--- config.mk ---
export PLATFORM = sky130hd
export DESIGN_NAME = tap_tick_timer
export DESIGN_NICKNAME = d
export VERILOG_FILES = /design/src/rtl/tap_tick_timer.sv
export SDC_FILE = /design/constraint.sdc
export NUM_CORES = 1
export LEC_CHECK = 0
export CAP_MARGIN = 20
export CORE_MARGIN = 2
export CORE_UTILIZATION = 48
export CTS_CLUSTER_SIZE = 40
export DETAILED_ROUTE_END_ITERATION = 6
export MAX_ROUTING_LAYER = met4
export PLACE_DENSITY = 0.84
export SLEW_MARGIN = 20
export SYNTH_ARGS = -nofsm -noshare
export SYNTH_HDL_FRONTEND = slang
export SYNTH_SLANG_ARGS = --single-unit
--- constraint.sdc ---
create_clock -name Clock -period 3.2 [get_ports Clock]
set_clock_uncertainty 0.2 [all_clocks]
set_input_delay 0.48 -clock Clock [delete_from_list [all_inputs] [get_ports Clock]]
set_output_delay 0.48 -clock Clock [all_outputs]
set_load 0.02 [all_outputs]
--- src/rtl/tap_tick_timer.sv ---
// Tap-scaled interval timer: turns rising edges of one divider tap into Tick pulses and counts them down.
// Optional periodic mode via `define TAP_TICK_TIMER_RELOAD_EN (undefined: one-shot).
module tap_tick_timer #(
  parameter int WIDTH = 8
) (
  input  logic             Clock,
  input  logic             Clear,
  input  logic [3:0]       Freq_Div,
  input  logic [1:0]       Sel,
  input  logic             Start,
  input  logic [WIDTH-1:0] Load,
  output logic             Tick,
  output logic             Busy,
  output logic             Done,
  output logic [WIDTH-1:0] Remaining,
  output logic [1:0]       Dbg_State
);

  // Handshake: Start/Load/Sel are level-sampled on each Clock edge with no ready;
  // a request is accepted only in IDLE (or, in periodic mode, a Load==0 stop in RUN/DONE).

  typedef enum logic [1:0] {
    IDLE = 2'd0,
    RUN  = 2'd1,
    DONE = 2'd2
  } state_t;

  state_t           state, state_nxt;
  logic [1:0]       sel_r, sel_nxt;
  logic             tap_q, tap_nxt;
  logic [WIDTH-1:0] load_r, load_nxt;
  logic [WIDTH-1:0] rem_nxt;
  logic             e;

  assign e = Freq_Div[sel_r] & ~tap_q;

  always_comb begin
    state_nxt = state;
    sel_nxt   = sel_r;
    tap_nxt   = Freq_Div[sel_r];
    load_nxt  = load_r;
    rem_nxt   = Remaining;
    case (state)
      IDLE: begin
        if (Start) begin
          sel_nxt = Sel;
          // Track the newly selected tap so switching taps cannot fake an edge.
          tap_nxt = Freq_Div[Sel];
          // A zero load is latched too, so periodic mode knows not to rearm.
          load_nxt = Load;
          if (Load != '0) begin
            state_nxt = RUN;
            rem_nxt   = Load;
          end else begin
            state_nxt = DONE;
          end
        end
      end
      RUN: begin
`ifdef TAP_TICK_TIMER_RELOAD_EN
        if (Start && (Load == '0)) begin
          state_nxt = IDLE;
        end else
`endif
        if (e && (Remaining != '0)) begin
          rem_nxt = Remaining - WIDTH'(1);
          if (Remaining == WIDTH'(1)) state_nxt = DONE;
        end
      end
      DONE: begin
        state_nxt = IDLE;
`ifdef TAP_TICK_TIMER_RELOAD_EN
        if (!(Start && (Load == '0)) && (load_r != '0)) begin
          state_nxt = RUN;
          rem_nxt   = load_r;
        end
`endif
      end
      default: state_nxt = IDLE;
    endcase
  end

  always_ff @(posedge Clock or posedge Clear) begin
    if (Clear) begin
      state     <= IDLE;
      sel_r     <= 2'd0;
      tap_q     <= 1'b0;
      load_r    <= '0;
      Remaining <= '0;
      Tick      <= 1'b0;
    end else begin
      state     <= state_nxt;
      sel_r     <= sel_nxt;
      tap_q     <= tap_nxt;
      load_r    <= load_nxt;
      Remaining <= rem_nxt;
      Tick      <= e;
    end
  end

  assign Busy      = (state == RUN);
  assign Done      = (state == DONE);
  assign Dbg_State = state;

endmodule
==> results of run 1 <==
cell type report:
cell class	count	area, um2	area share, %
Multi-Input combinational cell	65	513	41.5
Sequential cell	14	350	28.3
Timing Repair Buffer	30	298	24.1
Tap cell	25	31.3	2.53
Clock buffer	3	22.5	1.82
Inverter	6	22.5	1.82
metrics by stage:
stage,power [mW],hold slack (ps),utilization [%],cells,worst slack (ps)
after global placement,0.886,299,69.6,140,730
final,1.01,304,70.9,143,819
after floorplan,0.682,169,-,86,1200
after global routing,1.07,345,70.9,143,741
after CTS,1.01,309,70.9,143,819
after detailed placement,0.905,295,69.6,140,693
report_power, final:
group	switching (mW)	total (mW)	internal (mW)
clock network	0.0559	0.0997	0.0437
logic	0.291	0.558	0.267
registers	0.0984	0.351	0.252
total	0.445	1.01	0.563
worst max-delay path by stage:
stage | end | slack (ps) | cells past startpoint
after detailed placement | Remaining[7] | 690 | 5
after CTS | Busy | 820 | 3
final | Busy | 820 | 3
after global routing | Busy | 740 | 3
after floorplan | Remaining[5] | 1200 | 4
after global placement | Remaining[5] | 730 | 5
cell usage in the layout (no fill, tap or decap), drive strengths merged, types with 3 or more instances in the layout:
cell type      netlist  layout
clkdlybuf4s50        0      29
o21ai                5       5
mux2i                3       3
inv                  6       6
nor2                 6       6
ha                   3       3
dfrtp               14      14
nand2                3       3
nor3                 3       3
clkbuf               0       3
mux2                 4       4
and3                 3       3
nand3                3       3
state kept, by name, indices dropped and copies added (netlist names):
signal and flops:
Dbg_State 2, Tick 1, Remaining 8, tap_q 1, sel_r 2
cell families (layout without fill, tap and decap cells):
kind of cell    count (synthesis)  after routing  share of synthesized area (%)
flops                          14             14                           39.3
buf+inv                         7             39                           3.09
simple gates                   31             31                           21.3
compound gates                 23             23                           21.1
fa+ha+maj                       3              3                           4.21
mux                             8              8                           11.0
per-layer routing:
metal	vias to the layer above	global-route usage, %	part of all wire (%)
li1	404	-	-
met1	425	29.3	41
met2	60	37.8	47
met3	13	3.85	9.2
met4	0	11.1	2.4
met5	-	-	0
worst register-to-register path, delay by kind of cell (launching register included):
kind	cells	cell delay [ps]
AOI/OAI and AO/OA	2	670
DFF	1	440
and+or+nand+nor	2	690
==> results.py, run 1 <==
metrics = {
    "route": {
        "finalWirelength_um": 2220,
        "drtIter0Drc": 35,
        "final_antenna_net_count": 0,
        "drc": 0,
        "via_per_inst": 6.31,
        "first_pass_iters": 4,
        "via_count": 902,
        "avgRoutedWirePerCell_um": 15.5,
    },
    "pwr": {
        "powerDensity_nw_per_um2": 815,
        "p_leak_nw": 0.518,
        "ir_drop_uv": 598,
    },
    "synthesis": {
        "synth_most_common_cell": "dfrtp_1",
        "synth.distinct_cells": 41,
        "async_flop_share_pct": 100,
        "syn_area_um2": 891,
        "synth_seq_cells": 14,
        "syn_inst": 86,
        "yosysSeqAreaShare_pct": 39.3,
        "synth-warning-count": 0,
        "ys_top_cells_by_area": "dfrtp_1, mux2_2, ha_1",
        "synthFlopType": "dfrtp_1",
        "syn_nets": 106,
        "syn_area_per_cell_um2": 10.4,
        "yosys-top-cells-count": "dfrtp_1, inv_1, nor2_1",
        "netlist.area_leader.share_pct": 39.3,
        "synth_edf_count": 0,
        "yosys.area.top_type": "dfrtp_1",
    },
    "timing": {
        "finalSetupViolations": 0,
        "finalSetupTns_ps": 0,
        "finalHoldViolCount": 0,
        "post-route-period-util_pct": 74.4,
        "fmax_mhz": 420,
        "rsz0062_at_grt": "false",
        "slew_headroom_pct": 47.2,
        "period_needed_ps": 2380,
        "drv_slew": 0,
        "worstMarginPinSlew_ps": 792,
    },
    "worst_setup_path": {
        "r2r_cells": 4,
        "r2r-end": "Remaining[7]",
        "worstPathCellList": "nand2b_1, inv_1, clkdlybuf4s50_1",
        "reg2reg_slack_ps": 1080,
        "crit_arrival_ps": 1700,
        "path_delay_family": "buffers and inverters",
        "worstPathMaxFanout": 5,
        "cp_slowest_cell": "clkdlybuf4s50_1",
        "slowest_delay_ps": 620,
        "crit_buf_inv": 2,
        "crit_path_start": "Dbg_State[1]",
        "r2r_start": "Remaining[7]",
        "endpoint_kind": "output pin",
        "crit_required_ps": 2520,
        "worstSetupStartpointType": "register",
        "crit_type": "register to output pin",
    },
    "final_layout": {
        "nets": 140,
        "fillers": 138,
        "syn2layout_area_growth_pct": 38.9,
        "drive_gt1_share_pct": 15.3,
        "antenna_cells": 0,
        "final_area_um2": 1240,
    },
    "floorplan": {
        "initial_utilization_pct": 51.0,
        "fp.dieW_um": 47.1,
        "core_um2": 1750,
        "pin_count": 30,
        "die_area_um2": 2220,
        "die_y_um": 47.1,
        "rows": 15,
    },
    "global_routing": {
        "grt_use_total_pct": 23.7,
        "grt-ovfl-total": 0,
        "grt_max_degree": 15,
        "grt_pass1_vias": 791,
        "antenna_found_initial": 0,
        "grt_pass1_wl_um": 3530,
    },
    "clock_tree": {
        "cts_sinks": 14,
        "cts_hold_buffers": 0,
        "cts_tree": "yes",
        "clkLatencyLatePin_ps": 280,
        "postCtsSetupBuffers": 0,
        "cts.reportedPaths.clkPinSlew_ps": 80,
        "cts_made_buffers": 3,
        "post_cts_resized": 0,
        "clockBufferDepth": 2,
        "h-tree-depth": 1,
        "root_buffer": "clkbuf_4",
    },
    "outcome": {
        "outcome": "finished clean",
    },
    "min_path": {
        "worstHoldPathType": "register to register",
        "holdCritStartpoint": "Dbg_State[1]",
        "holdPathStages": 1,
        "hold_path_end": "Dbg_State[1]",
    },
    "flow_run": {
        "max_cap_violations": 0,
    },
    "placement": {
        "gp_congestion": 0.903,
        "port_buffers": 29,
        "detailed_place.area_um2": 1210,
        "dp_hpwl_um": 1750,
    },
}
No activity file was read; power rests on OpenSTA's default activity.
==> inputs of run 2 (changes only) <==
--- a/config.mk
+++ b/config.mk
@@ -6,12 +6,13 @@
 export NUM_CORES = 1
 export LEC_CHECK = 0
 export CAP_MARGIN = 20
+export CORE_ASPECT_RATIO = 0.6
 export CORE_MARGIN = 2
-export CORE_UTILIZATION = 48
+export CORE_UTILIZATION = 40
 export CTS_CLUSTER_SIZE = 40
 export DETAILED_ROUTE_END_ITERATION = 6
 export MAX_ROUTING_LAYER = met4
-export PLACE_DENSITY = 0.84
+export PLACE_DENSITY = 0.74
 export SLEW_MARGIN = 20
 export SYNTH_ARGS = -nofsm -noshare
 export SYNTH_HDL_FRONTEND = slang
==> constraint.sdc (replaced) <==
create_clock -name Clock -period 2.1 [get_ports Clock]
set_clock_uncertainty 0.2 [all_clocks]
set_input_delay 0.315 -clock Clock [delete_from_list [all_inputs] [get_ports Clock]]
set_output_delay 0.315 -clock Clock [all_outputs]
set_load 0.02 [all_outputs]
==> run 2 against run 1 <==
  * Combinational power rose by 83%
  * Non-clock buffer count grew 16
  * Die area is 19% higher
  * Critical path depth increased by 4
  * Cell count grew 15%
  * Sequential cell count is the same
==> results.py, run 2 (synthesis results as in run 1) <==
metrics = {
    "global_routing": {
        "grt_pass1_wl_um": 4170,
        "gr-usage-met3_pct": 5.90,
        "grt_use_total_pct": 23.1,
        "busiest_layer": "met2",
        "use_met2_pct": 36.3,
        "grt_max_degree": 15,
        "grt-ovfl-total": 0,
        "grt_pass1_vias": 826,
        "antenna_found_initial": 0,
        "met1_usage_pct": 30.9,
    },
    "timing": {
        "worstMarginPinSlew_ps": 579,
        "finalHoldViolCount": 0,
        "drv_slew": 0,
        "rsz0062_at_grt": "false",
        "post-route-period-util_pct": 97.1,
        "slew_headroom_pct": 61.4,
        "fin_hold_ws_ps": 229,
        "finalSetupViolations": 0,
        "fmax_mhz": 491,
        "fin_ws_ps": 61.3,
        "period_needed_ps": 2040,
    },
    "worst_setup_path": {
        "worstPathMaxFanout": 7,
        "cp_slowest_cell": "clkdlybuf4s50_1",
        "path_delay_family": "buffers and inverters",
        "crit_buf_inv": 3,
        "endpoint_kind": "register",
        "worstPathCellList": "clkdlybuf4s50_1, or4_4, buf_4, o21ai_2, buf_6, nor2_1, o32ai_1",
        "crit_required_ps": 2040,
        "crit_arrival_ps": 1980,
        "crit_type": "primary input to register",
        "slowest_delay_ps": 450,
        "worstSetupStartpointType": "primary input",
    },
    "route": {
        "via_count": 910,
        "finalWirelength_um": 2630,
        "first_pass_iters": 4,
        "avgRoutedWirePerCell_um": 15.9,
        "drc": 0,
        "final_antenna_net_count": 0,
        "drtIter0Drc": 83,
        "via_per_inst": 5.52,
    },
    "floorplan": {
        "core_um2": 2130,
        "initial_utilization_pct": 41.8,
        "die_y_um": 40.6,
        "rows": 13,
        "die_area_um2": 2630,
        "pin_count": 30,
        "fp.dieW_um": 64.9,
    },
    "placement": {
        "dp_hpwl_um": 2030,
        "port_buffers": 29,
        "gp_congestion": 0.856,
        "place_ws_ps": -218,
        "dp_cells": 162,
        "detailed_place.area_um2": 1350,
    },
    "flow_run": {
        "max_cap_violations": 0,
    },
    "clock_tree": {
        "cts_made_buffers": 3,
        "clockBufferDepth": 2,
        "cts_sinks": 14,
        "root_buffer": "clkbuf_8",
        "cts_hold_buffers": 0,
        "h-tree-depth": 1,
        "cts_tree": "yes",
        "clkLatencyLatePin_ps": 250,
        "cts.reportedPaths.clkPinSlew_ps": 60,
    },
    "pwr": {
        "ir_drop_uv": 630,
        "p_leak_nw": 0.651,
        "powerDensity_nw_per_um2": 1270,
    },
    "final_layout": {
        "drive_gt1_share_pct": 27.4,
        "syn2layout_area_growth_pct": 59.6,
        "largest_reg_flops": 8,
        "final_common_cell": "clkdlybuf4s50_1",
        "instances_no_fill": 165,
        "antenna_cells": 0,
        "regMostFlops": "Remaining",
        "most-common-layout-cells": "clkdlybuf4s50_1, buf_4, dfrtp_1",
        "final_area_um2": 1420,
        "nets": 156,
    },
    "min_path": {
        "worstHoldPathType": "primary input to asynchronous set/reset pin",
    },
    "outcome": {
        "outcome": "finished clean",
    },
}
-- run 2: cell types whose count changed in the layout (fill, tap and decap cells not counted) --
| cell | delta |
|---|---|
| buf_4 | +15 |
| clkdlybuf4s50_1 | -5 |
| clkbuf_8 | +4 |
| dlymetal6s2s_1 | +4 |
| clkbuf_4 | -3 |
| a221oi_1 | -1 |
| a221oi_2 | +1 |
| a31oi_1 | -1 |
| a31oi_2 | +1 |
| buf_6 | +1 |
| dlygate4sd2_1 | +1 |
-- run 2: final timing paths --
check	cells after the start	slack, ps	startpoint	endpoint
min in group Clock	3	270	Load[0]	Remaining[0]
setup / recovery	7	60	Load[7]	Remaining[0]
hold / removal	2	230	Clear	sel_r[0]
max in group asynchronous	2	1090	Clear	Remaining[0]
hold reg to reg	1	300	Dbg_State[1]	Dbg_State[1]
setup reg to reg	5	100	Remaining[1]	Remaining[7]
-- run 2: routing by layer --
metal / wire [um] / vias up
li1: - / 432
met1: 1240 / 444
met2: 1190 / 34
met3: 193 / 0
met4: 0 / 0
met5: 0 / -
-- run 2: power by group --
group | internal [mW] | switching [mW]
Combinational | 0.514 | 0.502
Clock | 0.166 | 0.101
Sequential | 0.385 | 0.140
-- run 2: repair_timing --
| item | CTS | global route |
|---|---|---|
| pin swaps | 0 | 3 |
| gates resized for setup | 1 | 7 |
| setup endpoints to repair | 1 | 5 |
| setup buffers | 0 | 0 |
-- run 2: final cells by class --
| cell class | instances | area [um2] |
|---|---|---|
| clock buffers | 4 | 55.1 |
| flip-flops and latches | 14 | 350 |
| inverters | 6 | 22.5 |
| repair buffers | 46 | 430 |
| fillers | 184 | 709 |
| well taps | 30 | 37.5 |
| multi-input cells | 65 | 526 |
-- run 2: through the flow --
| stage | power [mW] | TNS (ps) | utilization [%] |
|---|---|---|---|
| final | 1.81 | 0 | 66.7 |
| after global routing | 1.95 | 0 | 66.7 |
| after CTS | 1.77 | 0 | 65.8 |
| after detailed placement | 1.50 | -1480 | 63.3 |
| after global placement | 1.49 | -1160 | 63.3 |
| after floorplan | 1.04 | 0 | - |
==> inputs of run 3 (changes only) <==
--- a/config.mk
+++ b/config.mk
@@ -6,13 +6,16 @@
 export NUM_CORES = 1
 export LEC_CHECK = 0
 export CAP_MARGIN = 20
+export CELL_PAD_IN_SITES_DETAIL_PLACEMENT = 2
+export CELL_PAD_IN_SITES_GLOBAL_PLACEMENT = 2
 export CORE_ASPECT_RATIO = 0.6
 export CORE_MARGIN = 2
-export CORE_UTILIZATION = 40
+export CORE_UTILIZATION = 24
 export CTS_CLUSTER_SIZE = 40
 export DETAILED_ROUTE_END_ITERATION = 6
 export MAX_ROUTING_LAYER = met4
-export PLACE_DENSITY = 0.74
+export PLACE_DENSITY_LB_ADDON = 0.1
+export REMOVE_ABC_BUFFERS = 1
 export SLEW_MARGIN = 20
 export SYNTH_ARGS = -nofsm -noshare
 export SYNTH_HDL_FRONTEND = slang
==> run 3 against run 2 <==
  * Non-clock buffer count is 2 lower
  * Count of clock-buffer cells in the layout decreased by 1
  * Die area grew 61%
  * Global-route usage shrank 4.6 points
  * Register-to-register slack about the same
  * First-iteration DRC count decreased by 35%
  * Power is 0.15% lower
  * Sequential cell count stayed put
  * Wire length rose by 20%
  * Largest cell class unchanged
==> results.py, run 3 (synthesis results as in run 1) <==
metrics = {
    "floorplan": {
        "pin_count": 30,
        "fp.dieW_um": 82.7,
        "die_y_um": 51.2,
        "rows": 17,
        "die_area_um2": 4230,
        "initial_utilization_pct": 24.6,
        "core_um2": 3620,
    },
    "clock_tree": {
        "root_buffer": "clkbuf_8",
        "clkLatencyLatePin_ps": 240,
        "cts_hold_buffers": 0,
        "cts_tree": "yes",
        "h-tree-depth": 1,
        "cts_made_buffers": 3,
        "clockBufferDepth": 2,
        "cts_sinks": 14,
        "cts.reportedPaths.clkPinSlew_ps": 60,
    },
    "worst_setup_path": {
        "worstPathMaxFanout": 5,
        "worstSetupStartpointType": "primary input",
        "crit_required_ps": 2030,
        "crit_type": "primary input to register",
        "endpoint_kind": "register",
        "reg2reg_slack_ps": 100,
        "crit_arrival_ps": 2000,
    },
    "final_layout": {
        "multiInputGateArea_um2": 513,
        "final_area_um2": 1400,
        "regMostFlops": "Remaining",
        "fillers": 393,
        "largest_reg_flops": 8,
        "drive_gt1_share_pct": 24.2,
        "nets": 154,
        "final_common_cell": "clkdlybuf4s50_1",
        "antenna_cells": 0,
        "seq_area_um2": 350,
        "most-common-layout-cells": "clkdlybuf4s50_1, dfrtp_1, buf_4",
        "fin_util_pct": 38.8,
        "syn2layout_area_growth_pct": 57.4,
    },
    "global_routing": {
        "grt_max_degree": 15,
        "gr-usage-met3_pct": 4.24,
        "antenna_found_initial": 0,
        "use_met2_pct": 23.8,
        "grt-ovfl-total": 0,
        "met1_usage_pct": 28.6,
        "busiest_layer": "met1",
        "grt_use_total_pct": 18.5,
        "grt_pass1_vias": 987,
        "grt_pass1_wl_um": 5450,
    },
    "min_path": {
        "worstHoldPathType": "primary input to asynchronous set/reset pin",
    },
    "pwr": {
        "powerDensity_nw_per_um2": 1290,
        "total_power_mw": 1.81,
        "internal_power_mw": 1.05,
        "power_frac_seq_pct": 28.7,
        "power_frac_comb_pct": 58.9,
        "p_leak_nw": 0.606,
        "ir_drop_uv": 525,
        "net-switching-power_mw": 0.760,
        "clock_power_share_pct": 12.4,
        "p_sw_share_pct": 42.1,
    },
    "timing": {
        "post-route-period-util_pct": 98.5,
        "worstMarginPinSlew_ps": 589,
        "finalHoldViolCount": 0,
        "drv_slew": 0,
        "rsz0062_at_grt": "false",
        "period_needed_ps": 2070,
        "fin_hold_ws_ps": 230,
        "fmax_mhz": 483,
        "finalSetupViolations": 0,
        "slew_headroom_pct": 60.7,
        "fin_ws_ps": 31.7,
    },
    "route": {
        "via_count": 899,
        "finalWirelength_um": 3160,
        "via_per_inst": 5.02,
        "drc": 0,
        "drtIter0Drc": 54,
        "avgRoutedWirePerCell_um": 17.6,
        "first_pass_iters": 4,
        "final_antenna_net_count": 0,
    },
    "outcome": {
        "outcome": "finished clean",
    },
    "placement": {
        "gp_congestion": 0.909,
        "port_buffers": 29,
        "detailed_place.area_um2": 1360,
        "place_ws_ps": -269,
        "dp_hpwl_um": 2620,
    },
    "flow_run": {
        "max_cap_violations": 0,
    },
}
[run 3: changes by cell type in the layout (fill, tap and decap cells not counted), sizes merged]
cell           change
clkbuf             -1
dlymetal6s2s       -3
clkdlybuf4s50      +3
buf                -2
[run 3: worst max-delay path: stages]
cell             delay, ps
clkdlybuf4s50_1        460
or4_4                  540
o21a_4                 260
a311o_1                310
o221a_2                120
[run 3: power groups by stage]
| stage | registers [mW] | logic (mW) | clock network, mW |
|---|---|---|---|
| after floorplan | 0.603 | 0.428 | 0 |
| after global routing | 0.541 | 1.18 | 0.247 |
| final | 0.518 | 1.06 | 0.224 |
| after global placement | 0.519 | 1.05 | 0 |
| after detailed placement | 0.523 | 1.07 | 0 |
| after CTS | 0.519 | 1.07 | 0.235 |
[run 3: area by class of cell]
class,count,area share [%]
repair buffers,44,29.7
inverters,6,1.61
well taps,47,4.19
clock buffers,3,2.94
multi-input cells,65,36.6
flip-flops and latches,14,25.0
[run 3: worst paths after layout]
path | start | endpoint | depth (start not counted)
max | Load[0] | Remaining[5] | 5
min | Clear | Tick | 2
max reg2reg | sel_r[1] | Remaining[7] | 5
min reg2reg | Dbg_State[1] | Dbg_State[1] | 1
max in group asynchronous | Clear | Dbg_State[0] | 2
min in group Clock | Load[2] | Remaining[2] | 3
[run 3: metrics by stage]
stage	cells	TNS [ps]
final	179	0
after global routing	179	0
after CTS	179	0
after detailed placement	176	-1200
after global placement	176	-1060
after floorplan	85	0
[run 3: layer usage]
layer | wire length, um | up-vias
li1 | - | 426
met3 | 104 | 2
met4 | 23 | 0
met2 | 1260 | 21
met1 | 1770 | 450
met5 | 0 | -
[run 3: repair_timing]
item	in CTS	in global routing
resized for setup	1	1
setup buffers	0	0
endpoints found under the setup margin	2	2
pin swaps	1	1
